[src/rtl/rv64g_l1_mem_arbiter.sv]
`default_nettype none
// ============================================================================
// Module   : rv64g_l1_mem_arbiter
// Brief    : Two-port (I-side / D-side) round-robin arbiter onto a single
//            L1 memory port. Read responses are returned in order and routed
//            back to the issuing port through an in-order ID FIFO.
// Revision : 1.0 - initial release
// ============================================================================
module rv64g_l1_mem_arbiter #(
    parameter int MAX_OUTST = 4,
    parameter int AW        = 64
) (
    input  logic          clk_i,
    input  logic          rst_ni,
    // port 0 : I-side
    input  logic          p0_req_i,
    input  logic          p0_we_i,
    input  logic [7:0]    p0_be_i,
    input  logic [AW-1:0] p0_addr_i,
    input  logic [63:0]   p0_wdata_i,
    output logic          p0_gnt_o,
    output logic          p0_rvalid_o,
    output logic [63:0]   p0_rdata_o,
    // port 1 : D-side
    input  logic          p1_req_i,
    input  logic          p1_we_i,
    input  logic [7:0]    p1_be_i,
    input  logic [AW-1:0] p1_addr_i,
    input  logic [63:0]   p1_wdata_i,
    output logic          p1_gnt_o,
    output logic          p1_rvalid_o,
    output logic [63:0]   p1_rdata_o,
    // memory side
    output logic          mem_req_o,
    output logic          mem_we_o,
    output logic [7:0]    mem_be_o,
    output logic [AW-1:0] mem_addr_o,
    output logic [63:0]   mem_wdata_o,
    input  logic          mem_gnt_i,
    input  logic          mem_rvalid_i,
    input  logic [63:0]   mem_rdata_i,
    // status
    output logic          err_o,
    output logic [3:0]    outst_o
);

    localparam int                 c_PTR_W = (MAX_OUTST > 1) ? $clog2(MAX_OUTST) : 1;
    localparam logic [3:0]         c_MAX   = 4'(MAX_OUTST);
    localparam logic [c_PTR_W-1:0] c_LAST  = c_PTR_W'(MAX_OUTST - 1);

    logic                 r_rr;
    logic [3:0]           r_count;
    logic [c_PTR_W-1:0]   r_wptr;
    logic [c_PTR_W-1:0]   r_rptr;
    logic [MAX_OUTST-1:0] r_ids;
    logic                 r_err;

    logic w_full;
    logic w_empty;
    logic w_elig0;
    logic w_elig1;
    logic w_win_vld;
    logic w_win;
    logic w_win_we;
    logic w_hs;
    logic w_push;
    logic w_pop;
    logic w_head;

    // A full FIFO blocks reads only; a same-cycle pop does not free a slot
    // early, which keeps the grant path independent of mem_rvalid_i.
    assign w_full    = (r_count == c_MAX);
    assign w_empty   = (r_count == 4'd0);
    assign w_elig0   = p0_req_i & (p0_we_i | ~w_full);
    assign w_elig1   = p1_req_i & (p1_we_i | ~w_full);
    assign w_win_vld = w_elig0 | w_elig1;
    // both eligible: pointer decides; otherwise the lone eligible port wins
    assign w_win     = (w_elig0 & w_elig1) ? r_rr : w_elig1;
    assign w_win_we  = w_win ? p1_we_i : p0_we_i;

    // Requests are held stable until granted, so req is implied by a winner.
    assign w_hs      = w_win_vld & mem_gnt_i & rst_ni;
    assign w_push    = w_hs & ~w_win_we;
    assign w_pop     = mem_rvalid_i & ~w_empty;
    assign w_head    = r_ids[r_rptr];

    assign p0_gnt_o    = w_hs & ~w_win;
    assign p1_gnt_o    = w_hs &  w_win;
    assign p0_rvalid_o = w_pop & ~w_head;
    assign p1_rvalid_o = w_pop &  w_head;
    assign p0_rdata_o  = p0_rvalid_o ? mem_rdata_i : 64'd0;
    assign p1_rdata_o  = p1_rvalid_o ? mem_rdata_i : 64'd0;

    assign mem_req_o = w_win_vld & rst_ni;
    assign err_o     = r_err;
    assign outst_o   = r_count;

    // Forward the winning request fields; zero when nothing is requested.
    always_comb begin
        mem_we_o    = 1'b0;
        mem_be_o    = 8'd0;
        mem_addr_o  = '0;
        mem_wdata_o = 64'd0;
        if (mem_req_o) begin
            mem_we_o    = w_win_we;
            mem_be_o    = w_win ? p1_be_i    : p0_be_i;
            mem_addr_o  = w_win ? p1_addr_i  : p0_addr_i;
            mem_wdata_o = w_win ? p1_wdata_i : p0_wdata_i;
        end
    end

    // Round-robin pointer: after a completed handshake prefer the other port.
    always_ff @(posedge clk_i or negedge rst_ni) begin
        if (!rst_ni) begin
            r_rr <= 1'b0;
        end else if (w_hs) begin
            r_rr <= ~w_win;
        end
    end

    // In-order ID FIFO of granted reads, pointers wrap modulo MAX_OUTST.
    always_ff @(posedge clk_i or negedge rst_ni) begin
        if (!rst_ni) begin
            r_count <= 4'd0;
            r_wptr  <= '0;
            r_rptr  <= '0;
            r_ids   <= '0;
        end else begin
            if (w_push) begin
                r_ids[r_wptr] <= w_win;
                r_wptr        <= (r_wptr == c_LAST) ? '0 : r_wptr + c_PTR_W'(1);
            end
            if (w_pop) begin
                r_rptr <= (r_rptr == c_LAST) ? '0 : r_rptr + c_PTR_W'(1);
            end
            case ({w_push, w_pop})
                2'b10:   r_count <= r_count + 4'd1;
                2'b01:   r_count <= r_count - 4'd1;
                default: r_count <= r_count;
            endcase
        end
    end

    // Sticky error: a response arrived with no read outstanding.
    always_ff @(posedge clk_i or negedge rst_ni) begin
        if (!rst_ni) begin
            r_err <= 1'b0;
        end else if (mem_rvalid_i && w_empty) begin
            r_err <= 1'b1;
        end
    end

endmodule
`default_nettype wire

[config.mk]
export PLATFORM = sky130hd
export DESIGN_NAME = rv64g_l1_mem_arbiter
export DESIGN_NICKNAME = d
export VERILOG_FILES = /design/src/rtl/rv64g_l1_mem_arbiter.sv
export SDC_FILE = /design/constraint.sdc
export NUM_CORES = 1
export LEC_CHECK = 0
export ABC_AREA = 0
export CORE_AREA = 5 5 235 237
export DETAILED_ROUTE_END_ITERATION = 6
export DIE_AREA = 0 0 240 242
export MAX_ROUTING_LAYER = met4
export PLACE_DENSITY = 0.44
export SYNTH_ARGS = -nofsm -noshare
export SYNTH_HDL_FRONTEND = slang
export SYNTH_SLANG_ARGS = --single-unit
[constraint.sdc]
create_clock -name clk_i -period 3.5 [get_ports clk_i]
set_input_delay 0.35 -clock clk_i [delete_from_list [all_inputs] [get_ports clk_i]]
set_output_delay 0.35 -clock clk_i [all_outputs]
set_load 0.01 [all_outputs]
==> results.ini <==
[timing]
setup-tns-final_ns=0
clock_skew_ns=0.00437
min_period_over_period_pct=96.4
fmax_mhz=296
worstMarginPinSlew_ns=0.951
relSlewSlack_pct=36.3
hold_violations=0
rsz0062_at_grt=false
period_minus_slack_ns=3.37
setup_violations=0
slew_viol_final=0

[clock_network]
clk_latency_ns=0.25
cts_hold_buf=0
root_buffer=clkbuf_16
cts.clk_slew.worst_paths_ns=0.05
htreeDepth=1
cts_sinks=14
cts_max_path_buffers=2
cts_tree=yes
numCtsBuffers=3

[floorplanning]
fp.dieH_um=242
rows=85
start_util_pct=7.05
design.core.area_mm2=0.0531
die_w_um=240
die_area_mm2=0.0581
num_io_pins=619

[power_and_ir_drop]
swShare_pct=43.5
p_int_w=0.00237
combPwrFrac_pct=86.4
p_leak_nw=4.19
seqPwrFrac_pct=7.8
clkPwrFrac_pct=5.8
ir_drop_mv=0.280
switchingPower_w=0.00183
powerDensity_mw_per_mm2=380
finalPower_w=0.00420

[grt]
overflow=0
antenna_found_initial=12
grt_pass1_wl_um=48800
grt_max_degree=66
track_usage_pct=11.3
first_global_vias=6943

[critical_path]
start_kind=flip-flop
r2r_cells=11
reg2reg_from=outst_o[2]
slowest_delay_ns=0.59
crit_family=buffers and inverters
crit_arrival_ns=3.02
cp_cell_sequence=or4b_4 -> nor2_2 -> o21ba_4 -> buf_16 -> buf_4 -> nand2_1 -> a21oi_1 -> clkdlybuf4s50_1
end_kind=output pin
rrSetupSlack_ns=0.49
slowest_stage=or4b_4
cp_data_required_time_ns=3.15
cp_max_fo=24
timing.rr.end=outst_o[2]
worst-path-buf-inv=3
critical_path_class=reg -> out
cp-startpoint=outst_o[1]

[detailed_routing]
wl_per_cell_um=18.7
drtAntennaViolNets=0
drt_iter0_drc=212
dr.pass1.iters=4
routed_wl_um=37000
drc=0
via_count=6891
via_per_inst=3.48

[logic_synthesis]
yosys_register_bits=14
synth.avg_cell_area_um2=5.52
synth-warning-count=0
yosysTopAreaCellShare_pct=27.9
synth_cell_types=36
synth_nets=1030
synth.top_cells.by_area=nand2_1 (28%), and2_1 (21%), a21oi_1 (19%), dfrtp_1 (9.4%), buf_6 (3.3%)
synth_top_area_cell=nand2_1
synth_area_mm2=0.00374
synthCells=678
seq_area_frac_synth_pct=9.36

[finish]
final_nets=1626
regArea_um2=350
syn_to_final_growth_pct=195
fillers=5955
drive_above_1_share_pct=4.24
multi_input_area_mm2=0.00308

[min_path]
min_path_cells=1
whs_endpoint=err_o
min_from=err_o
hp-class=reg -> reg

[status]
status=complete, no violations

[placed_design]
gp_congestion=0.888
dp_hpwl_um=30600
port_buffers=618

[flow_run]
drv_cap=0

==> metal layers <==
metal | GRT usage, % | wire [um] | vias up
li1 | - | - | 3372
met1 | 13.4 | 15300 | 3178
met2 | 19.7 | 18100 | 331
met3 | 3.26 | 3420 | 10
met4 | 1.02 | 233 | 0
met5 | - | 0 | -
==> logic make-up (layout without fill, tap and decap cells) <==
kind of cell               Yosys count  in the layout  share of synthesized area (%)
DFF                                 14             14                           9.36
adders and majority gates            8              8                           2.67
other                                0              9                              0
muxes                                9              9                           3.11
buffers and inverters               64            658                           9.96
and+or+nand+nor                    430            431                           53.1
AOI/OAI and AO/OA                  148            148                           20.6
xor gates and xnor gates             5              5                           1.17
==> flip-flops by register name, summed over array words and instances, names as in the netlist <==
name and flops:
err_o 1, r_ids 4, outst_o 4, r_rr 1, r_wptr 2, r_rptr 2
==> power groups by stage <==
| stage | registers (W) | clock network [W] | logic [W] |
|---|---|---|---|
| after floorplan | 0.000321 | 0 | 0.00147 |
| after global placement | 0.000321 | 0 | 0.00355 |
| after detailed placement | 0.000327 | 0 | 0.00354 |
| after CTS | 0.000325 | 0.000248 | 0.00356 |
| after global routing | 0.000340 | 0.000253 | 0.00390 |
| final | 0.000326 | 0.000244 | 0.00363 |
==> cells in the mapped netlist, drive strengths merged <==
| cell | count |
|---|---|
| a211o | 1 |
| a21o | 2 |
| a21oi | 139 |
| a31oi | 1 |
| and2 | 128 |
| and4b | 1 |
| buf | 40 |
| clkbuf | 20 |
| dfrtp | 14 |
| ha | 8 |
| inv | 4 |
| mux2 | 8 |
| mux4 | 1 |
| nand2 | 278 |
| nand2b | 2 |
| nand3 | 1 |
| nand4 | 4 |
| nor2 | 9 |
| nor2b | 4 |
| nor3 | 1 |
| nor4 | 1 |
| o21ai | 2 |
| o21ba | 1 |
| o21bai | 1 |
| o32a | 1 |
| or4b | 1 |
| xnor2 | 1 |
| xor2 | 4 |
==> layout make-up <==
cell class / instances / area share [%]
clock buffers: 4 / 0.805
repair buffers: 650 / 59.9
inverters: 4 / 0.136
well taps: 696 / 7.89
diodes: 9 / 0.204
multi-input cells: 601 / 27.9
flip-flops and latches: 14 / 3.17
==> layout by cell type, fill, tap and decap left out, drive strengths merged <==
master and n:
a21oi 139, buf 29, or4b 1, o32a 1, xnor2 1, nand2b 2, xor2 4, a21o 2
diode 9, a31oi 1, dlymetal6s2s 1, mux2 8, o21ai 2, dfrtp 14, nor2b 5, ha 8
nand4 4, mux4 1, o21ba 1, nand2 278, o21bai 1, and4b 1, a211o 1, and2 128
nor3 1, clkdlybuf4s50 617, nand3 1, inv 4, nor2 9, nor4 1, clkbuf 7
==> metrics by stage <==
| step | setup slack [ns] | hold slack (ns) | utilization (%) | cells | instance area (um2) |
|---|---|---|---|---|---|
| 2_1_floorplan | 0.727 | 0.0544 | - | 678 | 3740 |
| 3_3_place_gp | 0.101 | 0.453 | 20.3 | 1960 | 10800 |
| 3_5_place_dp | 0.126 | 0.450 | 20.3 | 1960 | 10800 |
| 4_1_cts | 0.0267 | 0.458 | 20.5 | 1964 | 10900 |
| 5_1_grt | 0.0138 | 0.472 | 20.8 | 1978 | 11000 |
| 6_report | 0.127 | 0.463 | 20.8 | 1978 | 11000 |
==> how the worst max path moves through the flow <==
stage                            to  slack (ns)  depth (start not counted)
floorplan                outst_o[2]        0.73                         11
global placement    mem_wdata_o[36]        0.10                          8
detailed placement  mem_wdata_o[36]        0.13                          8
CTS                 mem_wdata_o[36]        0.03                          8
global route         mem_addr_o[59]        0.01                          8
finish               mem_addr_o[55]        0.13                          8
==> timing repair <==
item                       4_1_cts  5_1_grt
gates resized for setup          5        4
buffers inserted                 0        1
setup endpoints to repair        4       16
cloned                           0        4
(Power assumes the default switching activity.)
